--- src/rtl/rr_encoder_arbiter.sv ---
// rr_encoder_arbiter
//   Round-robin arbiter that shares one downstream resource among N requesters.
//   It drives a registered one-hot grant together with the grant's binary index,
//   which feeds the resource select. An owner keeps the grant until it asserts
//   done, drops its request, or reaches the hold limit. After every release the
//   arbiter spends exactly one cycle idle before it grants again.
//
// Ports
//   clk          rising-edge clock
//   rst_n        asynchronous active-low reset
//   req[N]       request vector; bit i set means requester i wants the resource
//   done         the current owner has finished and releases the grant
//   grant[N]     registered one-hot grant; all zero while idle
//   grant_idx    binary index of the granted requester; holds its value while idle
//   grant_valid  high while grant is non-zero
//   timeout      one-cycle pulse in the idle cycle after a hold-limit release
module rr_encoder_arbiter #(
    parameter int N        = 8,
    parameter int IDXW     = 3,
    parameter int MAX_HOLD = 16,
    parameter int CNTW     = 5
) (
    input  logic            clk,
    input  logic            rst_n,
    input  logic [N-1:0]    req,
    input  logic            done,
    output logic [N-1:0]    grant,
    output logic [IDXW-1:0] grant_idx,
    output logic            grant_valid,
    output logic            timeout
);

    typedef enum logic {
        S_IDLE,
        S_GRANT
    } state_t;

    // Last hold count before a forced release. With MAX_HOLD == 0 this is all
    // ones and only acts as the saturation point, because the limit is disabled.
    localparam logic [CNTW-1:0] HOLD_LAST = CNTW'(MAX_HOLD - 1);

    state_t            state_q;
    logic [IDXW-1:0]   ptr_q;
    logic [CNTW-1:0]   hold_cnt_q;
    logic [N-1:0]      grant_q;
    logic [IDXW-1:0]   grant_idx_q;
    logic              grant_valid_q;
    logic              timeout_q;

    logic              win_found_d;
    logic [IDXW-1:0]   win_idx_d;
    logic [IDXW-1:0]   cand;
    logic              rel_normal;
    logic              rel_limit;

    // Scan in circular order from ptr. The index arithmetic wraps naturally
    // because N == 2**IDXW.
    always_comb begin
        win_found_d = 1'b0;
        win_idx_d   = '0;
        cand        = '0;
        for (int unsigned off = 0; off < N; off++) begin
            cand = ptr_q + IDXW'(off);
            if (!win_found_d && req[cand]) begin
                win_found_d = 1'b1;
                win_idx_d   = cand;
            end
        end
    end

    // A hold-limit release raises timeout only when no normal release
    // condition coincides with it.
    always_comb begin
        rel_normal = done || !req[grant_idx_q];
        rel_limit  = (MAX_HOLD != 0) && (hold_cnt_q == HOLD_LAST);
    end

    always_ff @(posedge clk or negedge rst_n) begin
        if (!rst_n) begin
            state_q       <= S_IDLE;
            ptr_q         <= '0;
            hold_cnt_q    <= '0;
            grant_q       <= '0;
            grant_idx_q   <= '0;
            grant_valid_q <= 1'b0;
            timeout_q     <= 1'b0;
        end else begin
            case (state_q)
                S_IDLE: begin
                    timeout_q <= 1'b0;
                    if (win_found_d) begin
                        grant_q       <= {{(N-1){1'b0}}, 1'b1} << win_idx_d;
                        grant_idx_q   <= win_idx_d;
                        grant_valid_q <= 1'b1;
                        hold_cnt_q    <= '0;
                        state_q       <= S_GRANT;
                    end
                end
                S_GRANT: begin
                    if (rel_normal || rel_limit) begin
                        grant_q       <= '0;
                        grant_valid_q <= 1'b0;
                        ptr_q         <= grant_idx_q + 1'b1;
                        timeout_q     <= !rel_normal && rel_limit;
                        state_q       <= S_IDLE;
                    end else begin
                        timeout_q <= 1'b0;
                        if (hold_cnt_q != HOLD_LAST) begin
                            hold_cnt_q <= hold_cnt_q + 1'b1;
                        end
                    end
                end
                default: begin
                    state_q <= S_IDLE;
                end
            endcase
        end
    end

    assign grant       = grant_q;
    assign grant_idx   = grant_idx_q;
    assign grant_valid = grant_valid_q;
    assign timeout     = timeout_q;

endmodule

--- config.mk ---
export PLATFORM = sky130hd
export DESIGN_NAME = rr_encoder_arbiter
export DESIGN_NICKNAME = d
export VERILOG_FILES = /design/src/rtl/rr_encoder_arbiter.sv
export SDC_FILE = /design/constraint.sdc
export NUM_CORES = 1
export LEC_CHECK = 0
export ABC_AREA = 1
export ABC_CLOCK_PERIOD_IN_PS = 2700
export CAP_MARGIN = 20
export CORE_MARGIN = 3
export CORE_UTILIZATION = 50
export DETAILED_ROUTE_END_ITERATION = 7
export GPL_TIMING_DRIVEN = 0
export PLACE_DENSITY = 0.77
export SLEW_MARGIN = 10
export SYNTH_ARGS = -nofsm -noshare
export SYNTH_HDL_FRONTEND = slang
export SYNTH_SLANG_ARGS = --single-unit
--- constraint.sdc ---
create_clock -name clk -period 2.7 [get_ports clk]
set_clock_uncertainty 0.2 [all_clocks]
set_input_delay 0.405 -clock clk [delete_from_list [all_inputs] [get_ports clk]]
set_output_delay 0.405 -clock clk [all_outputs]
set_load 0.05 [all_outputs]
==> flow_metrics.py, run 1 <==
metrics = {
    "placement": {
        "globalplace.congestion": 0.854,
        "dp.cells": 325,
        "portBuffers": 23,
        "hpwl_mm": 3.20,
        "dp_slack_ns": -0.199,
    },
    "clock_network": {
        "cts_tree": "yes",
        "cts-buffers-inserted": 3,
        "cts_buffer_depth": 2,
        "cts-root-buf": "clkbuf_8",
        "cts_max_level": 1,
        "clock_latency_ns": 0.26,
        "clkTransAtPathRegs_ns": 0.07,
        "clock_sinks": 22,
        "hold_buffers": 0,
    },
    "synth": {
        "synth_nets": 272,
        "yosysWarningCount": 0,
        "synthCells": 256,
        "netlist_area_sq_mm": 0.00192,
        "yosysSeqAreaShare": 0.287,
        "synth.distinct_cells": 35,
        "synth.avg_cell_area_sq_um": 7.50,
        "ys_seq_elements": 22,
    },
    "drt": {
        "routedWlPerCell_um": 12.3,
        "vias_per_cell": 5.16,
        "initialDrtViolationCount": 108,
        "drtPass1Iterations": 4,
        "totalWireLength_mm": 4.14,
        "vias": 1734,
        "ant_nets": 0,
        "drc_errors": 0,
    },
    "cells_and_area": {
        "stdcell_count": 336,
        "layout.nets": 308,
        "antenna_cells": 0,
        "areaGrowthSynthToFinish_pct": 23.0,
        "finish.utilization": 0.671,
        "num-fill-cells": 322,
        "drive_gt1_frac": 0.262,
    },
    "grt": {
        "grt_start_max_net_pins": 23,
        "grt_pass1_wl_mm": 7.16,
        "first_global_vias": 1564,
        "antenna_found_initial": 0,
        "grt_usage": 0.203,
        "grt_overflow": 0,
    },
    "hold_path": {
        "hold_path_depth": 2,
        "min-delay-start": "grant[0]$_DFFE_PN0P_",
        "min_path_type": "reg -> reg",
    },
    "job": {
        "max-cap-violations": 0,
    },
    "timing": {
        "rsz0062_at_grt": "no",
        "min_period_over_period": 0.919,
        "hold_viol_final": 0,
        "setup_viol": 0,
        "max_freq_ghz": 0.403,
        "drv_slew": 0,
        "tightest_slew_ns": 0.933,
        "final.setup.worst_slack_ns": 0.218,
        "period_minus_slack_ns": 2.48,
        "slew_headroom": 0.376,
    },
    "setup_path": {
        "required_ns": 2.70,
        "critPathLaunch": "ptr_q[1]$_DFFE_PN0P_",
        "start_kind": "register",
        "path_max_fanout": 7,
        "path_class": "reg -> reg",
        "r2r_start": "ptr_q[1]$_DFFE_PN0P_",
        "r2r_cells": 18,
        "critical_path_arrival_ns": 2.48,
        "end_kind": "register",
    },
    "die": {
        "ios": 24,
        "core_area_sq_mm": 0.00352,
        "die_w_um": 68.0,
        "rows": 21,
        "start_util": 0.545,
        "die_height_um": 68.0,
        "die_area_sq_mm": 0.00462,
    },
    "outcome": {
        "run_status": "complete, no violations",
    },
}
==> synthesized netlist by cell type (all sizes together) <==
| master | number | area, sq um |
|---|---|---|
| o32ai | 1 | 8.76 |
| mux2i | 1 | 10.0 |
| o21ai | 12 | 63.8 |
| nor2 | 31 | 154 |
| xor2 | 4 | 42.6 |
| a21oi | 2 | 10.0 |
| nand4 | 6 | 52.6 |
| nand3b | 1 | 20.0 |
| buf | 4 | 35.0 |
| nand3 | 38 | 278 |
| nor4 | 1 | 6.26 |
| o211ai | 1 | 7.51 |
| inv | 32 | 125 |
| xnor2 | 3 | 41.3 |
| dfrtp | 22 | 551 |
| ha | 5 | 62.6 |
| o21bai | 5 | 37.5 |
| o22ai | 1 | 6.26 |
| nand2 | 86 | 409 |
==> layout make-up <==
type	count	area, sq um	share of cell area
multi-input cells	198	1240	0.524
flip-flops and latches	22	551	0.233
repair buffers	32	298	0.126
inverters	32	148	0.0625
well taps	46	57.6	0.0244
clock buffers	3	41.3	0.0175
plain buffers	3	30.0	0.0127
==> per-stage QoR <==
stage               hold slack (ns)  TNS (ns)  area (sq um)
floorplan                   -0.0906         0          1920
global placement              0.266     -1.44          2210
detailed placement            0.266     -1.95          2210
CTS                           0.292         0          2260
global route                  0.310         0          2360
finish                        0.289         0          2360
==> what timing repair did <==
item / in CTS / in global routing
gates resized for setup: 4 / 12
endpoints found under the setup margin: 16 / 15
buffers inserted: 0 / 9
pin swaps: 1 / 7
gates cloned: 0 / 0
==> cell usage in the layout (no fill, tap or decap), types with 3 or more instances in the layout <==
| cell | synthesis | final |
|---|---|---|
| o21ai_0 | 8 | 8 |
| ha_1 | 5 | 4 |
| buf_4 | 1 | 10 |
| inv_2 | 12 | 10 |
| nand2_1 | 69 | 67 |
| nand3_2 | 15 | 16 |
| inv_1 | 18 | 18 |
| dfrtp_1 | 22 | 22 |
| nand3_1 | 22 | 21 |
| nor2_1 | 27 | 27 |
| xor2_1 | 3 | 3 |
| clkdlybuf4s50_1 | 0 | 23 |
| o21ai_1 | 3 | 3 |
| nand2_2 | 10 | 12 |
| nand2_4 | 6 | 6 |
| clkbuf_8 | 0 | 3 |
| nand4_1 | 5 | 5 |
| o21bai_1 | 5 | 5 |
==> path summary, 6_finish.rpt <==
check,to,slack (ns)
min reg2reg,grant[0]$_DFFE_PN0P_,0.29
min,grant[0]$_DFFE_PN0P_,0.29
min in group asynchronous,grant[1]$_DFFE_PN0P_,0.47
max,grant[1]$_DFFE_PN0P_,0.22
max in group asynchronous,ptr_q[2]$_DFFE_PN0P_,1.26
max reg2reg,grant[1]$_DFFE_PN0P_,0.22
==> metal layers <==
layer	GRT usage	vias to the layer above	routed length, um
li1	-	896	-
met5	0	-	0
met3	0.0345	2	208
met1	0.300	801	2010
met4	0.0372	0	17
met2	0.312	35	1900
==> logic make-up (layout without fill, tap and decap cells) <==
kind of cell    Yosys count  count (layout)  synth area share
fa+ha+maj                 5               5            0.0326
flops                    22              22             0.287
buf+inv                  36              70            0.0834
compound gates           22              22            0.0697
xor+xnor                  7               7            0.0437
mux                       1               1           0.00521
simple gates            163             163             0.479
==> state kept, by name (all words and copies together), names as in the netlist <==
register,cells
grant,8
grant_idx,3
grant_valid,1
hold_cnt_q,5
ptr_q,3
state_q,1
timeout,1
==> critical path: stages, from the launching register on <==
cell and delay, ns:
dfrtp_1 0.39, buf_6 0.15, inv_8 0.08, ha_4 0.24
inv_6 0.09, nand3_2 0.10, nand2_1 0.10, nand2_1 0.06
nand2_2 0.09, nand3_2 0.10, nor2_4 0.13, nand4_1 0.12
nand2_1 0.09, nand2_1 0.06, nand2_2 0.10, inv_2 0.05
nor2_2 0.12, nand2_1 0.07, nand2_1 0.06
Power of run 1 is not shown: default switching activity piles up to over one toggle a cycle in this logic, so the estimate is an artifact.
==> run 2, diff against run 1 <==
- SLEW_MARGIN: 10 -> default
==> results of run 2 <==
Same layout as run 1: the final DEF is identical, and so are final timing and power.
Power of run 2 is left out for the same reason.
==> run 3, diff against run 2 <==
--- a/config.mk
+++ b/config.mk
@@ -10,8 +10,9 @@
 export CAP_MARGIN = 20
 export CORE_MARGIN = 3
-export CORE_UTILIZATION = 50
+export CORE_UTILIZATION = 40
 export DETAILED_ROUTE_END_ITERATION = 7
 export GPL_TIMING_DRIVEN = 0
-export PLACE_DENSITY = 0.77
+export PLACE_DENSITY = 0.64
+export SLEW_MARGIN = 30
 export SYNTH_ARGS = -nofsm -noshare
 export SYNTH_HDL_FRONTEND = slang
==> constraint.sdc (replaced) <==
create_clock -name clk -period 2.7 [get_ports clk]
set_clock_uncertainty 0.2 [all_clocks]
set_input_delay 0.54 -clock clk [delete_from_list [all_inputs] [get_ports clk]]
set_output_delay 0.54 -clock clk [all_outputs]
set_load 0.05 [all_outputs]
==> run 3 against run 2 <==
  * Worst setup slack lost 0.18 ns
  * Non-clock buffer count rose by 5
  * Sequential cell count did not move
  * Register-to-register slack worse by 0.18 ns
  * Critical path depth shrank 4
  * Highest routed layer unchanged
  * Die area is 23% higher
  * Critical path type unchanged
  * Global-route usage down 3.8 points
  * Clock-buffer cell count did not move
==> flow_metrics.py, run 3 (synthesis results as in run 1) <==
metrics = {
    "job": {
        "max-cap-violations": 0,
    },
    "cells_and_area": {
        "drive_gt1_frac": 0.329,
        "areaGrowthSynthToFinish_pct": 33.0,
        "finish.utilization": 0.567,
        "largest_reg_flops": 8,
        "fin_area_sq_mm": 0.00255,
        "final_common_cell": "nand2_1",
        "antenna_cells": 0,
        "mostFrequentLayoutCells": "nand2_1, nor2_1, dfrtp_1, clkdlybuf4s50_1, inv_1",
        "layout.nets": 313,
    },
    "clock_network": {
        "cts_max_level": 1,
        "hold_buffers": 0,
        "clock_sinks": 22,
        "cts-root-buf": "clkbuf_8",
        "cts_tree": "yes",
        "clkTransAtPathRegs_ns": 0.07,
        "cts_buffer_depth": 2,
        "cts-buffers-inserted": 3,
        "clock_latency_ns": 0.26,
    },
    "setup_path": {
        "critical-path-top-delay-family": "simple AND/OR/NAND/NOR gates",
        "critical_path_arrival_ns": 2.64,
        "start_kind": "register",
        "end_kind": "register",
        "cpMostUsedCell": "nand3_4",
        "worst-path-buf-inv": 3,
        "path_class": "reg -> reg",
        "cpMaxStageDelayCell": "dfrtp_1",
        "path_max_fanout": 7,
        "path_cells": "buf_6 -> inv_4 -> buf_12 -> ha_4 -> nand3_4 -> nand3_4 -> nand2_4 -> nor2_8 -> nand4_4 -> nor2_8 -> nand4_1 -> nand3_4 -> nand2_1 -> o21bai_1",
        "required_ns": 2.68,
        "critical-path-max-stage-delay_ns": 0.37,
    },
    "drt": {
        "routedWlPerCell_um": 12.9,
        "ant_nets": 0,
        "wl_met1_mm": 2.11,
        "drtPass1Iterations": 4,
        "totalWireLength_mm": 4.49,
        "drc_errors": 0,
        "wl_met3_um": 70,
        "vias_per_cell": 5.01,
        "vias": 1738,
        "top_layer": "met4",
        "initialDrtViolationCount": 95,
        "wl_met2_mm": 2.28,
    },
    "timing": {
        "tightest_slew_ns": 0.501,
        "min_period_over_period": 0.985,
        "rsz0062_at_grt": "yes",
        "period_minus_slack_ns": 2.66,
        "max_freq_ghz": 0.376,
        "drv_slew": 0,
        "hold_viol_final": 0,
        "slew_headroom": 0.665,
        "setup_viol": 0,
    },
    "die": {
        "rows": 24,
        "core_area_sq_mm": 0.00450,
        "die_area_sq_mm": 0.00567,
        "ios": 24,
        "die_w_um": 75.3,
        "start_util": 0.426,
        "die_height_um": 75.3,
    },
    "grt": {
        "grt_pass1_wl_mm": 7.33,
        "antenna_found_initial": 0,
        "grt_start_max_net_pins": 23,
        "grt_usage": 0.165,
        "first_global_vias": 1644,
        "grt_overflow": 0,
    },
    "placement": {
        "hpwl_mm": 3.36,
        "portBuffers": 23,
        "globalplace.congestion": 0.842,
        "place_area_sq_mm": 0.00222,
    },
    "hold_path": {
        "min_path_type": "in -> async",
    },
    "outcome": {
        "run_status": "complete, no violations",
    },
}
==> run 3: worst reg2reg max path: cells and delay by family (launching register included) <==
family	cells	cell delay (ns)
compound gates	1	0.15
fa+ha+maj	1	0.36
buf+inv	3	0.31
flops	1	0.37
simple gates	9	1.20
==> run 3: repair_timing <==
item	CTS	global route
gates resized for setup	4	44
hold endpoints to repair	0	0
pin swaps	0	20
gates cloned	0	0
setup buffers	0	13
setup endpoints to repair	18	14
==> run 3: final timing paths <==
check / endpoint / cells after the start / slack [ns] / from
setup / recovery: grant[3]$_DFFE_PN0P_ / 14 / 0.04 / ptr_q[0]$_DFFE_PN0P_
hold / removal: grant[5]$_DFFE_PN0P_ / 1 / 0.03 / rst_n
setup reg to reg: grant[3]$_DFFE_PN0P_ / 14 / 0.04 / ptr_q[0]$_DFFE_PN0P_
hold reg to reg: grant[5]$_DFFE_PN0P_ / 2 / 0.28 / grant[5]$_DFFE_PN0P_
max in group asynchronous: grant_idx[1]$_DFFE_PN0P_ / 1 / 1.94 / rst_n
min in group clk: grant[5]$_DFFE_PN0P_ / 2 / 0.28 / grant[5]$_DFFE_PN0P_
==> run 3: layout make-up <==
cell class	instances	area [sq um]
Multi-Input combinational cell	198	1380
Tap cell	52	65.1
Inverter	32	145
Buffer	4	50.0
Timing Repair Buffer	36	327
Fill cell	406	1950
Clock buffer	3	41.3
Sequential cell	22	551
==> run 3: metal layers <==
metal | GRT usage | vias up
met1 | 0.217 | 809
met3 | 0.0172 | 5
met2 | 0.292 | 21
met5 | 0 | -
met4 | 0.0350 | 0
li1 | - | 903
==> run 3: metrics by stage <==
step | setup slack [ns] | std cells | hold WS, ns | TNS, ns
finish | 0.0398 | 347 | 0.0324 | 0
global route | -0.123 | 347 | 0.0598 | -0.896
CTS | 0.00751 | 334 | 0.295 | 0
detailed placement | -0.241 | 331 | 0.266 | -2.81
global placement | -0.201 | 331 | 0.268 | -1.95
floorplan | 0.131 | 256 | 0.0444 | 0
Power of run 3 is left out for the same reason.
